===== config.mk =====
export PLATFORM = sky130hd
export DESIGN_NAME = fetch_decode_pipe_flat
export DESIGN_NICKNAME = d
export VERILOG_FILES = /design/src/rtl/fetch_decode_pipe_pkg.sv /design/src/rtl/fetch_decode_pipe_if.sv /design/src/rtl/fetch_decode_pipe_sat_counter.sv /design/src/rtl/fetch_decode_pipe.sv /design/src/flat_wrapper.sv
export SDC_FILE = /design/constraint.sdc
export NUM_CORES = 1
export LEC_CHECK = 0
export ABC_CLOCK_PERIOD_IN_PS = 5790
export CAP_MARGIN = 20
export CELL_PAD_IN_SITES_DETAIL_PLACEMENT = 2
export CELL_PAD_IN_SITES_GLOBAL_PLACEMENT = 2
export CORE_ASPECT_RATIO = 0.5
export CORE_MARGIN = 3
export CORE_UTILIZATION = 30
export CTS_CLUSTER_SIZE = 14
export DETAILED_ROUTE_END_ITERATION = 10
export PLACE_DENSITY = 0.8
export SKIP_CTS_REPAIR_TIMING = 1
export SLEW_MARGIN = 0
export SYNTH_ARGS = -nofsm -noshare
export SYNTH_HDL_FRONTEND = slang
export SYNTH_SLANG_ARGS = --single-unit

===== constraint.sdc =====
create_clock -name clk -period 5.79 [get_ports clk]
set_input_delay 1.158 -clock clk [delete_from_list [all_inputs] [get_ports clk]]
set_output_delay 1.158 -clock clk [all_outputs]
set_load 0.02 [all_outputs]

===== src/rtl/fetch_decode_pipe_pkg.sv =====
// Shared constants and pipeline-register types for the fetch/decode boundary.
package fetch_decode_pipe_pkg;

   localparam int          ADDR_W_DEFAULT   = 32;
   localparam int          INST_W_DEFAULT   = 32;
   localparam int          CNT_W_DEFAULT    = 8;
   localparam logic [31:0] NOP_INST_DEFAULT = 32'h0000_0013;

   typedef struct packed {
      logic [ADDR_W_DEFAULT-1:0] addr;
      logic [INST_W_DEFAULT-1:0] inst;
   } fd_entry_t;

   // A single-entry buffer still needs a 1-bit pointer to index storage.
   function automatic int ptr_width(input int depth);
      return (depth > 1) ? $clog2(depth) : 1;
   endfunction

endpackage


===== src/rtl/fetch_decode_pipe_if.sv =====
// Fetch-side and decode-side handshake bundle between fetch and decode.
interface fetch_decode_pipe_if
   import fetch_decode_pipe_pkg::*;
#(
   parameter int ADDR_W = ADDR_W_DEFAULT,
   parameter int INST_W = INST_W_DEFAULT
);

   logic              in_valid;
   logic              in_ready;
   logic [ADDR_W-1:0] in_addr;
   logic [INST_W-1:0] in_inst;
   logic              stall;
   logic              flush;
   logic              out_valid;
   logic [ADDR_W-1:0] out_addr;
   logic [INST_W-1:0] out_inst;

   modport master (
      output in_valid, in_addr, in_inst, stall, flush,
      input  in_ready, out_valid, out_addr, out_inst
   );

   modport slave (
      input  in_valid, in_addr, in_inst, stall, flush,
      output in_ready, out_valid, out_addr, out_inst
   );

endinterface


===== src/rtl/fetch_decode_pipe_sat_counter.sv =====
// Saturating accumulator: adds inc when en is high and sticks at all-ones.
module sat_counter #(
   parameter int W     = 8,
   parameter int INC_W = 4
) (
   input  logic             clk,
   input  logic             rst,
   input  logic             en,
   input  logic [INC_W-1:0] inc,
   output logic [W-1:0]     count
);

   localparam int               SUM_W = ((W > INC_W) ? W : INC_W) + 1;
   localparam logic [SUM_W-1:0] MAX   = {{(SUM_W - W){1'b0}}, {W{1'b1}}};

   logic [SUM_W-1:0] sum;

   assign sum = SUM_W'(count) + SUM_W'(inc);

   always_ff @(posedge clk or negedge rst) begin
      if (!rst) begin
         count <= '0;
      end else if (en) begin
         count <= (sum > MAX) ? '1 : sum[W-1:0];
      end
   end

endmodule


===== src/rtl/fetch_decode_pipe.sv =====
// Fetch-to-decode skid buffer: DEPTH-entry circular queue with stall, flush and a
// saturating count of entries discarded by flush.
module fetch_decode_pipe
   import fetch_decode_pipe_pkg::*;
#(
   parameter int                ADDR_W   = ADDR_W_DEFAULT,
   parameter int                INST_W   = INST_W_DEFAULT,
   parameter int                DEPTH    = 2,
   parameter logic [INST_W-1:0] NOP_INST = INST_W'(NOP_INST_DEFAULT),
   parameter int                CNT_W    = CNT_W_DEFAULT
) (
   input  logic                         clk,
   input  logic                         rst,
   fetch_decode_pipe_if.slave           bus,
   output logic [$clog2(DEPTH+1)-1:0]   level,
   output logic [CNT_W-1:0]             squash_cnt
);

   localparam int LVL_W = $clog2(DEPTH + 1);
   localparam int PTR_W = ptr_width(DEPTH);

   logic [ADDR_W-1:0] addr_mem [DEPTH];
   logic [INST_W-1:0] inst_mem [DEPTH];
   logic [PTR_W-1:0]  rd_ptr;
   logic [PTR_W-1:0]  wr_ptr;
   logic              push;
   logic              pop;
   logic [LVL_W:0]    squash_inc;

   function automatic logic [PTR_W-1:0] next_ptr(input logic [PTR_W-1:0] p);
      return (p == PTR_W'(DEPTH - 1)) ? '0 : p + PTR_W'(1);
   endfunction

   // in_ready looks only at registered occupancy so fetch never sees a comb path from decode.
   assign bus.in_ready  = (level < LVL_W'(DEPTH));
   assign bus.out_valid = (level != '0);
   assign bus.out_addr  = bus.out_valid ? addr_mem[rd_ptr] : '0;
   assign bus.out_inst  = bus.out_valid ? inst_mem[rd_ptr] : NOP_INST;

   assign push = bus.in_valid && bus.in_ready && !bus.flush;
   assign pop  = bus.out_valid && !bus.stall && !bus.flush;

   always_ff @(posedge clk or negedge rst) begin
      if (!rst) begin
         rd_ptr <= '0;
         wr_ptr <= '0;
         level  <= '0;
      end else if (bus.flush) begin
         rd_ptr <= '0;
         wr_ptr <= '0;
         level  <= '0;
      end else begin
         if (push) begin
            wr_ptr <= next_ptr(wr_ptr);
         end
         if (pop) begin
            rd_ptr <= next_ptr(rd_ptr);
         end
         if (push && !pop) begin
            level <= level + LVL_W'(1);
         end else if (pop && !push) begin
            level <= level - LVL_W'(1);
         end
      end
   end

   always_ff @(posedge clk) begin
      if (push) begin
         addr_mem[wr_ptr] <= bus.in_addr;
         inst_mem[wr_ptr] <= bus.in_inst;
      end
   end

   // A flush discards everything held plus the beat that would have been accepted.
   assign squash_inc = {1'b0, level} + {{LVL_W{1'b0}}, (bus.in_valid && bus.in_ready)};

   sat_counter #(
      .W     (CNT_W),
      .INC_W (LVL_W + 1)
   ) u_squash_cnt (
      .clk   (clk),
      .rst   (rst),
      .en    (bus.flush),
      .inc   (squash_inc),
      .count (squash_cnt)
   );

endmodule


===== src/flat_wrapper.sv =====
// flat-port wrapper written by rule: the top's interface ports become plain ports
module fetch_decode_pipe_flat import fetch_decode_pipe_pkg::*;
#(
   parameter int                ADDR_W   = ADDR_W_DEFAULT,
   parameter int                INST_W   = INST_W_DEFAULT,
   parameter int                DEPTH    = 2,
   parameter logic [INST_W-1:0] NOP_INST = INST_W'(NOP_INST_DEFAULT),
   parameter int                CNT_W    = CNT_W_DEFAULT
)
  (clk, rst, level, squash_cnt, bus_in_valid, bus_in_addr, bus_in_inst, bus_stall, bus_flush, bus_in_ready, bus_out_valid, bus_out_addr, bus_out_inst);
  fetch_decode_pipe_if #(.ADDR_W(ADDR_W), .INST_W(INST_W)) bus_i ();
  input  logic clk;
  input  logic rst;
  output logic [$clog2(DEPTH+1)-1:0] level;
  output logic [CNT_W-1:0] squash_cnt;
  input wire logic [$bits(bus_i.in_valid)-1:0] bus_in_valid;
  input wire logic [$bits(bus_i.in_addr)-1:0] bus_in_addr;
  input wire logic [$bits(bus_i.in_inst)-1:0] bus_in_inst;
  input wire logic [$bits(bus_i.stall)-1:0] bus_stall;
  input wire logic [$bits(bus_i.flush)-1:0] bus_flush;
  output wire logic [$bits(bus_i.in_ready)-1:0] bus_in_ready;
  output wire logic [$bits(bus_i.out_valid)-1:0] bus_out_valid;
  output wire logic [$bits(bus_i.out_addr)-1:0] bus_out_addr;
  output wire logic [$bits(bus_i.out_inst)-1:0] bus_out_inst;
  assign bus_i.in_valid = bus_in_valid;
  assign bus_i.in_addr = bus_in_addr;
  assign bus_i.in_inst = bus_in_inst;
  assign bus_i.stall = bus_stall;
  assign bus_i.flush = bus_flush;
  assign bus_in_ready = bus_i.in_ready;
  assign bus_out_valid = bus_i.out_valid;
  assign bus_out_addr = bus_i.out_addr;
  assign bus_out_inst = bus_i.out_inst;
  fetch_decode_pipe #(.ADDR_W(ADDR_W), .INST_W(INST_W), .DEPTH(DEPTH), .NOP_INST(NOP_INST), .CNT_W(CNT_W)) u_core (.clk(clk), .rst(rst), .bus(bus_i), .level(level), .squash_cnt(squash_cnt));
endmodule

**Yosys cells after proc, flatten, opt, wreduce, memory -nomap -nowiden**

Memories as Yosys holds them, arrays and structs flattened.
Index checks and enable logic that the tools add are counted.

- Memories kept: 2
- Memory bits (writable): 128
- Input bits: 69
- Word-level logic and storage cells: 42
- Register bits: 12
- Output and inout port bits: 76

- Add/sub/neg operators: 6
- Mux-type cells: 14
- $lt $le $gt $ge: 2
- Reduce and logical (&&, ||, !) cells: 14

Memories:

| memory | depth | bits a word | read ports | clocked after Yosys merged registers in | wr ports | RTL line | source |
|---|---|---|---|---|---|---|---|
| u_core.addr_mem | 2 | 32 | 1 | 0 | 1 | fetch_decode_pipe.sv:22 | `logic [ADDR_W-1:0] addr_mem [DEPTH];` |
| u_core.inst_mem | 2 | 32 | 1 | 0 | 1 | fetch_decode_pipe.sv:23 | `logic [INST_W-1:0] inst_mem [DEPTH];` |

Operators by type and width:

| cell | count |
|---|---|
| $mux 32 | 2 |
| $add 8x3->9 | 1 |
| $gt 9x8->1 const B | 1 |
| $mux 1 | 8 |
| $mux 8 | 1 |
| $logic_and 1x1->1 | 6 |
| $mux 2 | 3 |
| $reduce_bool 2->1 | 3 |
| $logic_not 1->1 | 4 |
| $add 2x1->3 | 1 |
| $reduce_bool 3->1 | 1 |
| $add 1x1->1 const B | 2 |
| $add 2x1->2 const B | 1 |
| $lt 2x2->1 const B | 1 |
| $sub 2x1->2 const B | 1 |

**Logic depth before layout (Yosys ltp)**

Gate-level depths: netlist of the first run.

- Depth after elaboration: 8
- Gate-level depth with buffers: 9
- Mapped depth without buffers: 7

**Cells and area by module**

From an unflattened synthesis of the first run, not the netlist that was laid out.

- Cell total of the unflattened synthesis: 344
- Area, all modules: 5556.6 µm²

Modules (own cells, without submodules):

| module | sequential area each (µm²) | area an instance (µm²) | cells each | times used |
|---|---|---|---|---|
| fetch_decode_pipe | 3943.8 | 5061.1 | 295 | 1 |
| sat_counter | 200.2 | 495.5 | 49 | 1 |

**Worst setup path before layout of the first run**

Ideal clock, no wire load.

- Kind: input-to-reg
- Start point: input bus_flush
- End point: memory u_core.addr_mem[1][0] (netlist name), enable pin
- Arrival: 6062 ps
- Setup time: 578 ps
- Path buffers: 1
- Required time: 5212 ps
- Stages on the path: 2
- Setup slack: -850 ps
- Cell sequence: buf_1 nor3b_1

- Cells in the longest elaborated chain, start to end: 4

Ends and longest elaborated chain:

| what | RTL line | source |
|---|---|---|
| start: declaration | flat_wrapper.sv:20 | `input wire logic [$bits(bus_i.flush)-1:0] bus_flush;` |
| $logic_not 1->1 | fetch_decode_pipe.sv:40 | `assign push = bus.in_valid && bus.in_ready && !bus.flush;` |
| $logic_and 1x1->1 | fetch_decode_pipe.sv:40 |  |
| $mux 1 | fetch_decode_pipe.sv:68 | `if (push) begin` |
| $mux 1 (implied by the code) | fetch_decode_pipe.sv:69 | `addr_mem[wr_ptr] <= bus.in_addr;` |
| end: declaration | fetch_decode_pipe.sv:22 |  |

No other way between the ends.

**Final worst setup path of the first run**

- Start point: register u_core.rd_ptr
- End point: output bus_out_inst[15]

- Cells in the longest elaborated chain, start to end: 2

Ends and longest elaborated chain:

| what | RTL line | source |
|---|---|---|
| start: declaration | fetch_decode_pipe.sv:24 | `logic [PTR_W-1:0] rd_ptr;` |
| start signal: assignment | fetch_decode_pipe.sv:57 | `rd_ptr <= next_ptr(rd_ptr);` |
| $mem_v2 2x32 | n/a |  |
| $mux 32 | fetch_decode_pipe.sv:38 | `assign bus.out_inst = bus.out_valid ? inst_mem[rd_ptr] : NOP_INST;` |
| end: declaration | flat_wrapper.sv:24 | `output wire logic [$bits(bus_i.out_inst)-1:0] bus_out_inst;` |

No other way between the ends.

==> reports/metrics.cfg, run 1 <==
[die]
pin_count=145
fp.coreArea_sq_um=17700
die_width_microns=198
die_h_microns=102
floorplan.rows=34
start_util_pct=31.2
dieArea_sq_um=20200

[drt]
drc=0
first_pass_drt_iterations=4
initialDrtViolationCount=118
final_antenna_net_count=0
drt-wirelength-per-cell_microns=19.5
via_per_inst=4.43
totalWireLength_mm=14.5
num_vias=3280

[setup_path]
reg2reg_path_depth=7
crit_type=reg2out
path_cells=buf_4 -> mux2i_1 -> nor2_1 -> clkdlybuf4s50_1
worst-r2r-setup-slack_ns=3.39
worstSetupEndpointType=output pin
critical_path.max_stage_delay_ns=0.97
critPathCapture=bus_out_inst[15]
worst-endpoint-arrival_ns=2.79
cp-startpoint=u_core.rd_ptr
cp_max_fo=50
cp_data_required_time_ns=4.63
r2r_start=u_core.level[1]
crit_path_top_delay_cell=sky130_fd_sc_hd__dfrtp_4
timing.critical_path.from_type=register
critical_path.reg2reg.endpoint=u_core.u_squash_cnt.count[6]

[global_routing]
track_usage_pct=14.6
number_of_antenna_violations_at_the_first_check_in_global_routing=0
grt_pass1_vias=3810
overflow=0
grt_pass1_wl_mm=22.2
maximum_number_of_pins_on_one_net_before_global_route_repair=65

[clock_tree]
tritoncts=yes
clock_pin_slew_reported_for_the_worst_setup_and_hold_paths_after_clock_tree_synthesis_ns=0.06
cts-htree-levels=4
tritoncts.num_buffers=17
cts_sinks=140
cts-root-to-sink-buffers=2
clock_tree.root_cell=sky130_fd_sc_hd__clkbuf_16
clock_insertion_delay_worst_skew_ns=0.41

[yosys]
synth_largest_area_cell=sky130_fd_sc_hd__edfxtp_1
postSynthCellCount=341
synth.avg_cell_area_sq_um=16.2
synth-edff-count=128
postSynth.asyncResetShare_pct=8.57
synth.top_cell.area_share_pct=69.6
mappedNetlistNets=413
synth_area_leaders=sky130_fd_sc_hd__edfxtp_1 70%, sky130_fd_sc_hd__mux2i_1 12%, sky130_fd_sc_hd__dfrtp_1 5.4%
synth_cell_types=35
synth_top_flop_cell=sky130_fd_sc_hd__edfxtp_1
synth.yosys.seq_area_share_pct=75.1
synth-warning-count=0
ys_ff_latch=140
mappedNetlistArea_sq_um=5520

[final_layout]
area_delta_synth_final_pct=40.5
postLayoutCoreUtil_pct=43.8
layout.nets=565
final_common_cell=sky130_fd_sc_hd__clkdlybuf4s50_1
share_of_cells_above_drive_strength_1_pct=9.29
diodes=0
highest_count_cells_in_the_layout_ignoring_fill_and_taps=144 x sky130_fd_sc_hd__clkdlybuf4s50_1, 128 x sky130_fd_sc_hd__edfxtp_1, 68 x sky130_fd_sc_hd__nor2_1, 64 x sky130_fd_sc_hd__mux2i_1, 17 x sky130_fd_sc_hd__clkbuf_16

[timing]
worst-slew-pin-transition_ns=0.916
max-slew-margin-rel_pct=38.9
maxClockFrequency_mhz=253
totalNegativeSetupSlack_ns=0
finalCriticalPeriod_ns=3.95
fin_crit_sh_pct=68.2
grt_setup_unrepaired=no
timing.final.setup_violations=0
clock_skew_ns=0.00837
hold-worst-slack_ns=0.575
finalHoldViolations=0
final-max-slew-violation-count=0

[status]
outcome=complete, no violations

[placement]
post-dp-hpwl_mm=9.77
io_buffers=144
gpl.final_weighted_congestion=0.761

[pwr]
ir_worst_vdd_mv=0.203
total_leakage_power_nw=2.61
power_density_nw_per_um2=350

[run]
maxCapViolations=0

[worst_hold_path]
min_path_type=reg2reg

==> report_power, final <==
group | switching [mW] | leakage, nW | internal [mW]
sequential | 0.0683 | 1.32 | 1.18
combinational | 0.245 | 1.03 | 0.230
clock | 0.440 | 0.257 | 0.553
total | 0.753 | 2.61 | 1.96
==> cell usage after synthesis, types with 2 or more instances <==
cell type / instances
sky130_fd_sc_hd__nand4_1: 2
sky130_fd_sc_hd__buf_2: 8
sky130_fd_sc_hd__nor3_1: 2
sky130_fd_sc_hd__a21oi_1: 9
sky130_fd_sc_hd__dfrtp_1: 12
sky130_fd_sc_hd__nand3_1: 3
sky130_fd_sc_hd__inv_1: 7
sky130_fd_sc_hd__nor2_1: 68
sky130_fd_sc_hd__edfxtp_1: 128
sky130_fd_sc_hd__mux2i_1: 64
sky130_fd_sc_hd__nand2_1: 6
sky130_fd_sc_hd__a31oi_1: 3
sky130_fd_sc_hd__fa_1: 2
sky130_fd_sc_hd__buf_6: 6
==> flip-flops by register name, summed over array words and instances, names as in the netlist <==
| signal | flops |
|---|---|
| u_core.addr_mem | 64 |
| u_core.inst_mem | 64 |
| u_core.u_squash_cnt.count | 8 |
| u_core.level | 2 |
| u_core.rd_ptr | 1 |
| u_core.wr_ptr | 1 |
==> cell families after synthesis <==
family / count (synthesis) / synth area share (%)
AO/OA/AOI/OAI: 17 / 1.88
buffers and inverters: 23 / 2.63
XOR/XNOR: 2 / 0.317
adder cells (fa/ha/maj): 3 / 0.952
AND/OR/NAND/NOR: 91 / 7.30
flip-flops: 140 / 75.1
multiplexers: 65 / 11.9
==> through the flow <==
stage | area [sq um] | worst slack [ns] | power, mW | std cells
detailed placement | 7200 | 2.18 | 1.74 | 707
CTS | 7740 | 1.73 | 2.75 | 739
global placement | 7200 | 2.23 | 1.73 | 707
finish | 7760 | 1.84 | 2.71 | 740
global route | 7760 | 1.67 | 2.84 | 740
floorplan | 5530 | 1.42 | 1.50 | 341
==> layer usage <==
layer  track usage [%]  routed length [microns]
met5                 0                        0
met4              3.80                      122
met3              3.26                      417
met2              27.7                     7980
met1              17.1                     5940
==> cell type report <==
| type | count | area [sq um] |
|---|---|---|
| multi-input combinational | 178 | 1260 |
| tap | 234 | 293 |
| timing repair buffer | 149 | 1490 |
| clock buffer | 17 | 425 |
| sequential | 140 | 4150 |
| fill | 1777 | 9940 |
| inverter | 7 | 26.3 |
| clock inverter | 15 | 115 |
==> worst min path at each step <==
stage | start | end | slack (ns) | depth (start not counted)
6_report | u_core.u_squash_cnt.count[0] | u_core.u_squash_cnt.count[0] | 0.57 | 2
3_5_place_dp | u_core.u_squash_cnt.count[0] | u_core.u_squash_cnt.count[0] | 0.57 | 2
5_1_grt | u_core.u_squash_cnt.count[0] | u_core.u_squash_cnt.count[0] | 0.62 | 2
4_1_cts | u_core.u_squash_cnt.count[0] | u_core.u_squash_cnt.count[0] | 0.58 | 2
3_3_place_gp | u_core.u_squash_cnt.count[0] | u_core.u_squash_cnt.count[0] | 0.56 | 2
2_1_floorplan | u_core.rd_ptr | u_core.rd_ptr | 0.52 | 2
==> critical path: cells and delay by family, from the launching register on <==
| kind | cells | cell delay (ns) |
|---|---|---|
| AND/OR/NAND/NOR | 1 | 0.07 |
| flip-flops | 1 | 0.97 |
| buffers and inverters | 2 | 0.98 |
| multiplexers | 1 | 0.29 |
Power figures use the tool's default switching activity.
==> inputs of run 2 (changes only) <==
Settings changed: ABC_CLOCK_PERIOD_IN_PS 5790 to 3500.
Clock period 5.79 ns to 3.5 ns, I/O delays scaled along.
==> reports/metrics.cfg, run 2 (synthesized netlist as in run 1, its figures left out) <==
[status]
outcome=complete, no violations

[timing]
grt_setup_unrepaired=no
final-max-slew-violation-count=0  ; unchanged
finalHoldViolations=0  ; unchanged
max-slew-margin-rel_pct=58.3  ; +19 points
timing.final.setup_violations=0  ; unchanged
finalCriticalPeriod_ns=3.18
worst-slew-pin-transition_ns=0.624  ; -0.292 ns
fin_crit_sh_pct=90.9
totalNegativeSetupSlack_ns=0  ; unchanged
maxClockFrequency_mhz=314
clock_skew_ns=0.00721  ; -0.00117 ns

[global_routing]
gr-usage-met2_pct=29.4  ; +1.7 points
grt_pass1_wl_mm=23.5  ; +5.9%
met3_grt_util_pct=3.52  ; +0.26 points
overflow=0  ; unchanged
busiest_layer=met2
gr-usage-met1_pct=18.1  ; +0.97 points
grt_pass1_vias=3841  ; +0.81%
number_of_antenna_violations_at_the_first_check_in_global_routing=0  ; unchanged
maximum_number_of_pins_on_one_net_before_global_route_repair=65  ; unchanged
track_usage_pct=15.7  ; +1.0 points

[setup_path]
worstSetupEndpointType=output pin
worst-endpoint-arrival_ns=2.48  ; -0.31 ns
crit_type=reg2out
cp_data_required_time_ns=2.80  ; -1.83 ns
timing.critical_path.from_type=register
cp_max_fo=27  ; -46%

[clock_tree]
cts_sinks=140  ; unchanged
tritoncts=yes
cts-root-to-sink-buffers=2  ; unchanged
clock_tree.root_cell=sky130_fd_sc_hd__clkbuf_16
clock_insertion_delay_worst_skew_ns=0.42  ; about the same
clock_pin_slew_reported_for_the_worst_setup_and_hold_paths_after_clock_tree_synthesis_ns=0.06  ; about the same
tritoncts.num_buffers=17  ; unchanged
cts-htree-levels=4  ; unchanged

[drt]
drc=0  ; unchanged
drt-wirelength-per-cell_microns=20.8  ; +6.3%
initialDrtViolationCount=147  ; +25%
num_vias=3357  ; +2.3%
first_pass_drt_iterations=6  ; +2
totalWireLength_mm=15.4  ; +6.3%
via_per_inst=4.54  ; +2.3%
final_antenna_net_count=0  ; unchanged

[placement]
numPlacedInstances=708  ; +0.14%
place_area_sq_um=7260  ; +0.80%
gpl.final_weighted_congestion=0.750  ; -1.5%
io_buffers=144  ; unchanged
post-dp-hpwl_mm=9.77  ; about the same

[final_layout]
stdcell_count=740  ; unchanged
biggestRegsByFlops=u_core.addr_mem (64), u_core.inst_mem (64), u_core.u_squash_cnt.count (8)
postLayoutCoreUtil_pct=44.6  ; +0.72 points
layout.nets=565  ; unchanged
final_common_cell=sky130_fd_sc_hd__clkdlybuf4s50_1
highest_count_cells_in_the_layout_ignoring_fill_and_taps=144 x sky130_fd_sc_hd__clkdlybuf4s50_1, 128 x sky130_fd_sc_hd__edfxtp_1, 68 x sky130_fd_sc_hd__nor2_1, 64 x sky130_fd_sc_hd__mux2i_1, 17 x sky130_fd_sc_hd__clkbuf_16
diodes=0  ; unchanged
area_delta_synth_final_pct=42.8
share_of_cells_above_drive_strength_1_pct=8.50  ; -0.79 points
fin_area_sq_um=7890  ; +1.6%

[pwr]
total_power_mw=4.84  ; +78%
power_density_nw_per_um2=614  ; +75%
total_leakage_power_nw=2.67  ; +2.3%
ir_worst_vdd_mv=0.346  ; +70%

[die]
die_width_microns=198  ; unchanged
floorplan.rows=34  ; unchanged
fp.coreArea_sq_um=17700  ; unchanged
die_h_microns=102  ; unchanged
start_util_pct=31.2  ; unchanged
dieArea_sq_um=20200  ; unchanged
pin_count=145  ; unchanged

[run]
maxCapViolations=0  ; unchanged

[worst_hold_path]
min_path_type=reg2reg

==> run 2: changes by cell type in the layout (fill, tap and decap cells not counted) <==
cell                         before  now
sky130_fd_sc_hd__inv_6            5    1
sky130_fd_sc_hd__bufinv_16        0    5
sky130_fd_sc_hd__clkbuf_1         0    3
sky130_fd_sc_hd__clkinvlp_4       4    1
sky130_fd_sc_hd__buf_12           1    4
sky130_fd_sc_hd__buf_4            4    1
sky130_fd_sc_hd__clkinv_4         3    1
sky130_fd_sc_hd__clkinv_1         0    1
==> run 2: stage by stage <==
step | worst slack, ns | hold slack (ns)
2_1_floorplan | -0.416 | 0.404
3_3_place_gp | 0.526 | 0.559
3_5_place_dp | 0.450 | 0.567
4_1_cts | 0.269 | 0.584
5_1_grt | 0.219 | 0.605
6_report | 0.317 | 0.577
==> run 2: path summary, 6_finish.rpt <==
path	start	end	slack [ns]	depth (start not counted)
setup / recovery	u_core.rd_ptr	bus_out_addr[18]	0.32	4
hold / removal	u_core.u_squash_cnt.count[0]	u_core.u_squash_cnt.count[0]	0.58	2
setup reg to reg	u_core.level[1]	u_core.u_squash_cnt.count[6]	1.10	7
hold reg to reg	u_core.u_squash_cnt.count[0]	u_core.u_squash_cnt.count[0]	0.58	2
max in group asynchronous	rst	u_core.rd_ptr	2.36	1
min in group asynchronous	rst	u_core.u_squash_cnt.count[0]	0.68	1
==> run 2: power breakdown <==
part / switching, mW / internal (mW) / total [mW]
registers: 0.109 / 1.95 / 2.06
logic: 0.425 / 0.385 / 0.810
clock network: 0.711 / 1.26 / 1.97
total: 1.24 / 3.59 / 4.84
==> run 2: routing by layer <==
metal | part of all wire (%) | vias to the layer above
li1 | - | 1558
met1 | 40 | 1727
met2 | 56 | 56
met3 | 2.8 | 16
met4 | 1.7 | 0
met5 | 0 | -
==> run 2: final cells by class <==
| class | instances | area, sq um |
|---|---|---|
| Fill cell | 1715 | 9810 |
| Timing Repair Buffer | 149 | 1530 |
| Tap cell | 234 | 293 |
| Sequential cell | 140 | 4150 |
| Clock inverter | 12 | 194 |
| Clock buffer | 20 | 437 |
| Inverter | 7 | 26.3 |
| Multi-Input combinational cell | 178 | 1260 |
==> run 2: critical path, stage by stage (launching register included) <==
cell and delay [ns]:
sky130_fd_sc_hd__dfrtp_4 0.76, sky130_fd_sc_hd__buf_4 0.30, sky130_fd_sc_hd__mux2i_1 0.30, sky130_fd_sc_hd__nor2_1 0.10
sky130_fd_sc_hd__clkdlybuf4s50_1 0.59
==> inputs of run 3 (changes only) <==
Settings changed: ABC_AREA from default to 1, CORE_UTILIZATION 30 to 28.
==> reports/metrics.cfg, run 3 <==
[status]
outcome=complete, no violations

[pwr]
pwr-share-seq_pct=39.8  ; -2.7 points
power.switching_mw=1.51  ; +21%
power_density_nw_per_um2=652  ; +6.2%
ir_worst_vdd_mv=0.348  ; +0.78%
clock_power_share_pct=37.2  ; -3.6 points
power_report.internal_total_mw=3.65  ; +1.5%
swShare_pct=29.2  ; +3.5 points
power.combinational.fraction_pct=23.1  ; +6.4 points
total_leakage_power_nw=2.83  ; +6.1%

[timing]
totalNegativeSetupSlack_ns=0  ; unchanged
clock_skew_ns=0.0128  ; +0.00557 ns
finalHoldViolations=0  ; unchanged
timing.final.setup_violations=0  ; unchanged
worst-slew-pin-transition_ns=0.612  ; -0.0120 ns
grt_setup_unrepaired=no
finalCriticalPeriod_ns=3.17  ; -0.0105 ns
maxClockFrequency_mhz=315  ; +0.33%
timing.final.ws_setup_ns=0.328  ; +0.0105 ns
max-slew-margin-rel_pct=59.1  ; +0.80 points
final-max-slew-violation-count=0  ; unchanged
fin_crit_sh_pct=90.6  ; -0.30 points

[final_layout]
final_common_cell=sky130_fd_sc_hd__nand2_1
multi_input_gate_area_in_the_final_layout_sq_um=1210  ; -3.8%
layout.nets=660  ; +17%
fin_area_sq_um=7910  ; +0.30%
share_of_cells_above_drive_strength_1_pct=8.99  ; +0.49 points
postLayoutCoreUtil_pct=42.0  ; -2.6 points
area_delta_synth_final_pct=43.9
fillerInstances=1916  ; +12%
highest_count_cells_in_the_layout_ignoring_fill_and_taps=156 x sky130_fd_sc_hd__nand2_1, 144 x sky130_fd_sc_hd__clkdlybuf4s50_1, 128 x sky130_fd_sc_hd__edfxtp_1, 65 x sky130_fd_sc_hd__a21oi_1, 17 x sky130_fd_sc_hd__clkbuf_16
biggestRegsByFlops=u_core.addr_mem (64), u_core.inst_mem (64), u_core.u_squash_cnt.count (8)
diodes=0  ; unchanged
seqCellArea_sq_um=4150  ; about the same
stdcell_count=860  ; +16%

[global_routing]
overflow=0  ; unchanged
grt_pass1_vias=4476  ; +17%
maximum_number_of_pins_on_one_net_before_global_route_repair=65  ; unchanged
grt_pass1_wl_mm=26.8  ; +14%
number_of_antenna_violations_at_the_first_check_in_global_routing=0  ; unchanged
track_usage_pct=16.8  ; +1.1 points

[yosys]
synth_cell_types=21  ; -40%
synth.yosys.seq_area_share_pct=75.4  ; +0.34 points
synth.top_cell.area_share_pct=69.9  ; +0.32 points
synth_top_flop_cell=sky130_fd_sc_hd__edfxtp_1
synth-warning-count=0  ; unchanged
synth_area_leaders=sky130_fd_sc_hd__edfxtp_1 70%, sky130_fd_sc_hd__nand2_1 11%, sky130_fd_sc_hd__a21oi_1 5.9%
postSynth.asyncResetShare_pct=8.57  ; unchanged
netlist_top_cells_count=156 x sky130_fd_sc_hd__nand2_1, 128 x sky130_fd_sc_hd__edfxtp_1, 65 x sky130_fd_sc_hd__a21oi_1
mappedNetlistNets=508  ; +23%
synthMostInstantiatedCell=sky130_fd_sc_hd__nand2_1
synth.avg_cell_area_sq_um=12.6  ; -22%
synth_largest_area_cell=sky130_fd_sc_hd__edfxtp_1
ys_ff_latch=140  ; unchanged
mappedNetlistArea_sq_um=5500  ; -0.45%
synth-edff-count=128  ; unchanged
postSynthCellCount=436  ; +28%

[placement]
numPlacedInstances=828  ; +17%
post-place-ws_ns=0.542  ; +0.0926 ns
gpl.final_weighted_congestion=0.730  ; -2.7%
place_area_sq_um=7290  ; +0.45%
io_buffers=144  ; unchanged
post-dp-hpwl_mm=11.7  ; +20%

[drt]
num_vias=3949  ; +18%
via_per_inst=4.59  ; +1.2%
final_antenna_net_count=0  ; unchanged
first_pass_drt_iterations=5  ; -1
totalWireLength_mm=17.4  ; +13%
drc=0  ; unchanged
drt-wirelength-per-cell_microns=20.2  ; -2.6%
initialDrtViolationCount=148  ; +0.68%

[clock_tree]
cts_sinks=140  ; unchanged
cts-htree-levels=4  ; unchanged
cts-root-to-sink-buffers=2  ; unchanged
clock_tree.root_cell=sky130_fd_sc_hd__clkbuf_16
clock_pin_slew_reported_for_the_worst_setup_and_hold_paths_after_clock_tree_synthesis_ns=0.06  ; about the same
tritoncts=yes
tritoncts.num_buffers=17  ; unchanged
clock_insertion_delay_worst_skew_ns=0.42  ; about the same

[setup_path]
timing.critical_path.from_type=register
worstSetupEndpointType=output pin
crit_type=reg2out
cp_max_fo=32  ; +19%
cp_data_required_time_ns=2.80  ; about the same
worst-endpoint-arrival_ns=2.47  ; about the same

[die]
die_h_microns=105  ; +3.1%
dieArea_sq_um=21400  ; +6.4%
pin_count=145  ; unchanged
floorplan.rows=35  ; +2.9%
die_width_microns=204  ; +3.2%
start_util_pct=29.2  ; -2.0 points
fp.coreArea_sq_um=18800  ; +6.4%

[worst_hold_path]
min_path_type=reg2reg

[run]
maxCapViolations=0  ; unchanged

## run 3: cell count changes after synthesis, moves of 6 or more
cell / before / now
sky130_fd_sc_hd__a21oi_1: 9 / 65
sky130_fd_sc_hd__buf_2: 8 / 19
sky130_fd_sc_hd__buf_6: 6 / 0
sky130_fd_sc_hd__mux2i_1: 64 / 0
sky130_fd_sc_hd__nand2_1: 6 / 156
sky130_fd_sc_hd__nand3_1: 3 / 10
sky130_fd_sc_hd__nor2_1: 68 / 9
## run 3: worst paths after layout
path	startpoint	end	slack, ns	cells past startpoint
worst max-delay path	u_core.rd_ptr	bus_out_addr[26]	0.33	5
worst min-delay path	u_core.u_squash_cnt.count[7]	u_core.u_squash_cnt.count[7]	0.57	2
worst max register to register	u_core.level[1]	u_core.u_squash_cnt.count[1]	1.05	9
worst min register to register	u_core.u_squash_cnt.count[7]	u_core.u_squash_cnt.count[7]	0.57	2
max in group asynchronous	rst	u_core.rd_ptr	2.40	1
min in group asynchronous	rst	u_core.u_squash_cnt.count[3]	0.67	1
## run 3: worst max-delay path, cell delays in order (launching register included)
cell,delay (ns)
sky130_fd_sc_hd__dfrtp_2,0.53
sky130_fd_sc_hd__inv_2,0.13
sky130_fd_sc_hd__buf_4,0.36
sky130_fd_sc_hd__nand2_1,0.15
sky130_fd_sc_hd__a21oi_1,0.23
sky130_fd_sc_hd__clkdlybuf4s50_1,0.65
## run 3: stage by stage
| step | power, mW | hold slack [ns] |
|---|---|---|
| final | 5.16 | 0.567 |
| after global routing | 5.39 | 0.610 |
| after CTS | 5.23 | 0.574 |
| after detailed placement | 3.29 | 0.558 |
| after global placement | 3.23 | 0.528 |
| after floorplan | 2.66 | 0.404 |
## run 3: logic make-up after synthesis
family	count (synthesis)	synth area share [%]
xor gates and xnor gates	2	0.319
DFF	140	75.4
and+or+nand+nor	185	13.9
buffers and inverters	35	2.82
adders and majority gates	3	0.956
AOI/OAI and AO/OA	71	6.62
## run 3: final cells by class
type / instances / share of cell area [%]
multi-input combinational: 261 / 15.3
clock buffer: 19 / 5.47
sequential: 140 / 52.4
inverter: 14 / 0.664
clock inverter: 13 / 2.39
tap: 259 / 4.10
timing repair buffer: 154 / 19.6
## run 3: power by group through the flow
stage / combinational, mW / sequential, mW / clock (mW)
after floorplan: 0.550 / 2.11 / 0
after global placement: 1.16 / 2.07 / 0
after detailed placement: 1.20 / 2.08 / 0
after CTS: 1.21 / 2.05 / 1.97
after global routing: 1.29 / 2.06 / 2.03
final: 1.19 / 2.05 / 1.92
## run 3: per-layer routing
metal  up-vias  routed length [microns]  track usage (%)
met5         -                        0                0
met4         0                      422             6.03
met3        27                      520             3.55
met2        75                     9700             32.1
met1      2018                     6760             18.1
li1       1829                        -                -
